$ cat src/rtl/pc_sequencer.sv
// Program-address sequencer: 12-bit PC with increment/jump/call/return and a
// small hardware return-address stack. All outputs are registered.
module pc_sequencer #(
    parameter int unsigned        ADDR_W       = 12,
    parameter int unsigned        STACK_DEPTH  = 8,
    parameter logic [ADDR_W-1:0]  RESET_VECTOR = '0
) (
    input  logic              clk,
    input  logic              rst,
    input  logic              en,
    input  logic              stall,
    input  logic              jump,
    input  logic              call,
    input  logic              ret,
    input  logic [ADDR_W-1:0] target_addr,
    output logic [ADDR_W-1:0] pc_out,
    output logic              stack_full,
    output logic              stack_empty,
    output logic              stack_err
);

    localparam int unsigned IdxW = $clog2(STACK_DEPTH);
    localparam int unsigned SpW  = IdxW + 1;
    localparam logic [SpW-1:0] SpFull = SpW'(STACK_DEPTH);

    logic [ADDR_W-1:0] pc_q, pc_d;
    logic [SpW-1:0]    sp_q, sp_d;
    logic              full_q, full_d;
    logic              empty_q, empty_d;
    logic              err_q, err_d;
    logic              push;

    logic [ADDR_W-1:0] stack_q [STACK_DEPTH];

    logic [ADDR_W-1:0] pc_inc;
    logic [IdxW-1:0]   push_idx;
    logic [IdxW-1:0]   top_idx;
    logic [SpW-1:0]    sp_dec;

    assign pc_inc   = pc_q + ADDR_W'(1);
    assign sp_dec   = sp_q - SpW'(1);
    assign push_idx = sp_q[IdxW-1:0];
    assign top_idx  = sp_dec[IdxW-1:0];

    // Next-state: stall > ret > call > jump > en > hold.
    always_comb begin
        pc_d  = pc_q;
        sp_d  = sp_q;
        err_d = err_q;
        push  = 1'b0;
        if (stall) begin
            pc_d = pc_q;
        end else if (ret) begin
            if (!empty_q) begin
                pc_d = stack_q[top_idx];
                sp_d = sp_dec;
            end else begin
                // Underflow still advances so the program does not lock up.
                err_d = 1'b1;
                pc_d  = pc_inc;
            end
        end else if (call) begin
            pc_d = target_addr;
            if (!full_q) begin
                push = 1'b1;
                sp_d = sp_q + SpW'(1);
            end else begin
                err_d = 1'b1;
            end
        end else if (jump) begin
            pc_d = target_addr;
        end else if (en) begin
            pc_d = pc_inc;
        end
        full_d  = (sp_d == SpFull);
        empty_d = (sp_d == '0);
    end

    // PC, stack pointer and flag registers with synchronous reset.
    always_ff @(posedge clk) begin
        if (rst) begin
            pc_q    <= RESET_VECTOR;
            sp_q    <= '0;
            full_q  <= 1'b0;
            empty_q <= 1'b1;
            err_q   <= 1'b0;
        end else begin
            pc_q    <= pc_d;
            sp_q    <= sp_d;
            full_q  <= full_d;
            empty_q <= empty_d;
            err_q   <= err_d;
        end
    end

    // Return-address storage; contents need no reset since sp gates reads.
    always_ff @(posedge clk) begin
        if (!rst && push) begin
            stack_q[push_idx] <= pc_inc;
        end
    end

    assign pc_out      = pc_q;
    assign stack_full  = full_q;
    assign stack_empty = empty_q;
    assign stack_err   = err_q;

endmodule

$ cat config.mk
export PLATFORM = sky130hd
export DESIGN_NAME = pc_sequencer
export DESIGN_NICKNAME = d
export VERILOG_FILES = /design/src/rtl/pc_sequencer.sv
export SDC_FILE = /design/constraint.sdc
export NUM_CORES = 1
export LEC_CHECK = 0
export CAP_MARGIN = 15
export CELL_PAD_IN_SITES_DETAIL_PLACEMENT = 1
export CELL_PAD_IN_SITES_GLOBAL_PLACEMENT = 1
export CORE_MARGIN = 8
export CORE_UTILIZATION = 45
export DETAILED_ROUTE_END_ITERATION = 8
export GPL_TIMING_DRIVEN = 0
export PLACE_DENSITY = 0.79
export SLEW_MARGIN = 10
export SYNTH_ARGS = -nofsm -noshare
export SYNTH_HDL_FRONTEND = slang
export SYNTH_SLANG_ARGS = --single-unit
export TNS_END_PERCENT = 20
$ cat constraint.sdc
create_clock -name clk -period 4.65 [get_ports clk]
set_input_delay 0.93 -clock clk [delete_from_list [all_inputs] [get_ports clk]]
set_output_delay 0.93 -clock clk [all_outputs]
set_load 0.1 [all_outputs]
==> results.yml <==
drt:
  viasPerCell: 5.87
  drtIter0Drc: 246
  dr.pass1.iters: 4
  wire_per_inst_um: 24.4
  dr_total_vias: 3271
  drc: 0
  ant_nets: 0
  drt_wl_total_um: 13600
critical_path:
  cp_max_fo: 9
  cpPeakStageDelay_ns: 1.23
  arrival_ns: 2.28
  path_class: "reg -> out"
  critical_path.n_buffers_inverters: 1
  cp-startpoint: "stack_empty$_SDFF_PP1_"
  path_cells: "clkdlybuf4s50_1"
  start_kind: "flop"
  required_ns: 3.72
  cp_slowest_cell: "clkdlybuf4s50_1"
  path_delay_family: "buffers and inverters"
  reg2reg_from: "sp_q[0]$_SDFF_PP0_"
  end_kind: "output port"
logic_synthesis:
  synth_seq_cells: 115
  syn-instance-count: 350
  synthTopCellsByArea: "edfxtp_1 (57%), dfxtp_1 (7.5%), mux4_2 (7.1%)"
  yosys.area.top_type: "edfxtp_1"
  ys_seq_area_share_pct: 64.3
  syn_area_per_cell_um2: 14.5
  synth_area_um2: 5070
  yosysWarningCount: 0
  yosysUniqueCellTypes: 53
  synth_nets: 372
  synth_top_area_share_pct: 56.8
floorplanning:
  rows: 38
  die_area_um2: 14900
  die_h_um: 122
  die_x_um: 122
  ios: 34
  start_util_pct: 46.4
  core_um2: 10900
timing:
  slew_headroom_pct: 33.3
  fmax_mhz: 311
  timing_hold_violations_final: 0
  skew_ns: 0.0114
  period_needed_ns: 3.21
  maxSlewViolCount: 0
  rsz0062_at_grt: "false"
  period_share_pct: 69.1
  finalSetupViolations: 0
  worstMarginPinSlew_ns: 0.998
  fin_hold_ws_ns: 0.476
  setup_tns_ns: 0
placed_design:
  gp_congestion: 0.792
  io_buffers: 31
  dpl.hpwl_um: 9220
pwr:
  pwr-share-seq_pct: 40.4
  p_clk_share_pct: 43.6
  p_int_mw: 2.15
  p_per_area_nw_per_um2: 474
  leakage_nw: 2.09
  irDropWorstVdd_mv: 0.267
  power_switching_uw: 784
  p_sw_share_pct: 26.7
  combPwrFrac_pct: 16.0
cts:
  htreeDepth: 4
  cts_tree: "built"
  cts.clk_slew.worst_paths_ns: 0.05
  numClockSinks: 115
  cts_resized: 0
  cts_inserted_buffers: 17
  postCtsSetupBuffers: 0
  holdBufCountCts: 0
  clock_latency_ns: 0.41
  clk_path_buf_depth: 2
  ctsRootBufferMaster: "clkbuf_16"
job:
  cap_violations: 0
hold_path:
  hp-class: "reg -> reg"
  hold_start: "stack_err$_SDFFE_PP0P_"
run_status:
  status: "finished, final reports clean"
layout:
  diodes: 0
  area_growth_syn_to_layout_pct: 22.1
  layout.nets: 426
  layout-drive-gt1-share_pct: 18.0
  fillers: 1077
global_routing:
  grt_pass1_wl_um: 20900
  grt-ovfl-total: 0
  grt_max_degree: 17
  grt_usage_pct: 19.0
  grt_pass1_vias: 3568
  antenna_found_initial: 0
-- state kept, by name, indices dropped and copies added, names as in the netlist --
signal and flops:
stack_q 96, pc_out 12, sp_q 4, stack_empty 1, stack_err 1, stack_full 1
-- synth_stat cells, drive strengths merged --
library cell	count
o32ai	1
nand3b	1
nand4bb	1
a311oi	1
a2111oi	5
buf	11
nor3	18
nor2	29
edfxtp	96
xnor2	7
o21bai	1
or3	1
nor2b	1
nor3b	3
a41oi	1
nor4	2
or2	2
a21oi	18
o31ai	2
nand3	6
or3b	1
xor2	8
ha	3
a21o	2
dfxtp	19
a211oi	6
a22o	2
a22oi	2
mux4	24
nand4	3
nand2	31
a2bb2oi	1
mux2	1
o21ai	12
inv	11
mux2i	2
o21a	4
o22ai	1
a31oi	2
clkbuf	6
nand2b	2
-- layout by cell type (no fill, tap or decap), types with 3 or more instances in the layout --
master	count
mux4_2	16
a21oi_1	18
edfxtp_1	96
nor3_1	15
o21a_1	4
o21ai_0	12
dfxtp_1	19
nand3_1	6
nand2_1	31
mux4_1	8
nor3_2	3
nor2_2	6
bufinv_16	3
clkbuf_16	17
inv_1	11
buf_6	4
xnor2_1	6
buf_2	8
clkdlybuf4s50_1	31
nor2_1	23
buf_4	3
clkinv_2	3
clkbuf_1	10
xor2_1	7
ha_1	3
a211oi_1	6
-- metrics by stage --
step / setup slack (ns) / power (mW) / std cells / cell area, um^2 / utilization, %
5_1_grt: 1.42 / 3.02 / 557 / 6190 / 56.6
6_report: 1.44 / 2.93 / 557 / 6190 / 56.6
2_1_floorplan: 1.59 / 1.52 / 350 / 5070 / -
3_5_place_dp: 1.28 / 1.67 / 525 / 5610 / 51.3
3_3_place_gp: 0.335 / 1.65 / 521 / 5560 / 50.8
4_1_cts: 1.46 / 2.95 / 557 / 6190 / 56.6
-- power by group through the flow --
stage	Combinational (mW)	Clock [mW]	Sequential (mW)
3_5_place_dp	0.464	0	1.20
4_1_cts	0.471	1.30	1.18
2_1_floorplan	0.235	0	1.29
5_1_grt	0.501	1.33	1.18
6_report	0.469	1.28	1.18
3_3_place_gp	0.448	0	1.20
-- path summary, 6_finish.rpt --
check / end / slack (ns) / cells after the start
setup / recovery: stack_empty / 1.44 / 1
hold / removal: stack_err$_SDFFE_PP0P_ / 0.48 / 2
setup reg to reg: pc_out[8]$_SDFFE_PP0P_ / 1.69 / 11
hold reg to reg: stack_err$_SDFFE_PP0P_ / 0.48 / 2
-- layout make-up --
| type | instances | area (um^2) | share of cell area (%) |
|---|---|---|---|
| Timing Repair Buffer | 35 | 348 | 5.62 |
| Sequential cell | 115 | 3260 | 52.7 |
| Clock buffer | 22 | 444 | 7.17 |
| Multi-Input combinational cell | 207 | 1690 | 27.3 |
| Tap cell | 140 | 175 | 2.83 |
| Buffer | 17 | 93.8 | 1.52 |
| Inverter | 11 | 41.3 | 0.667 |
| Clock inverter | 10 | 133 | 2.14 |
-- layer usage --
layer | wire [um] | share of wire [%] | GRT usage [%]
met1 | 5580 | 41 | 22.8
met2 | 6910 | 51 | 31.9
met3 | 868 | 6.4 | 4.86
met4 | 208 | 1.5 | 8.23
met5 | 0 | 0 | 0
-- cells by family (layout without fill, tap and decap cells) --
| kind of cell | Yosys count | after routing | share of synthesized area [%] |
|---|---|---|---|
| simple gates | 101 | 101 | 9.57 |
| compound gates | 61 | 61 | 7.92 |
| mux | 27 | 27 | 11.9 |
| flops | 115 | 115 | 64.3 |
| fa+ha+maj | 3 | 3 | 0.740 |
| buf+inv | 28 | 95 | 2.66 |
| xor+xnor | 15 | 15 | 2.89 |
(Power assumes the default switching activity.)
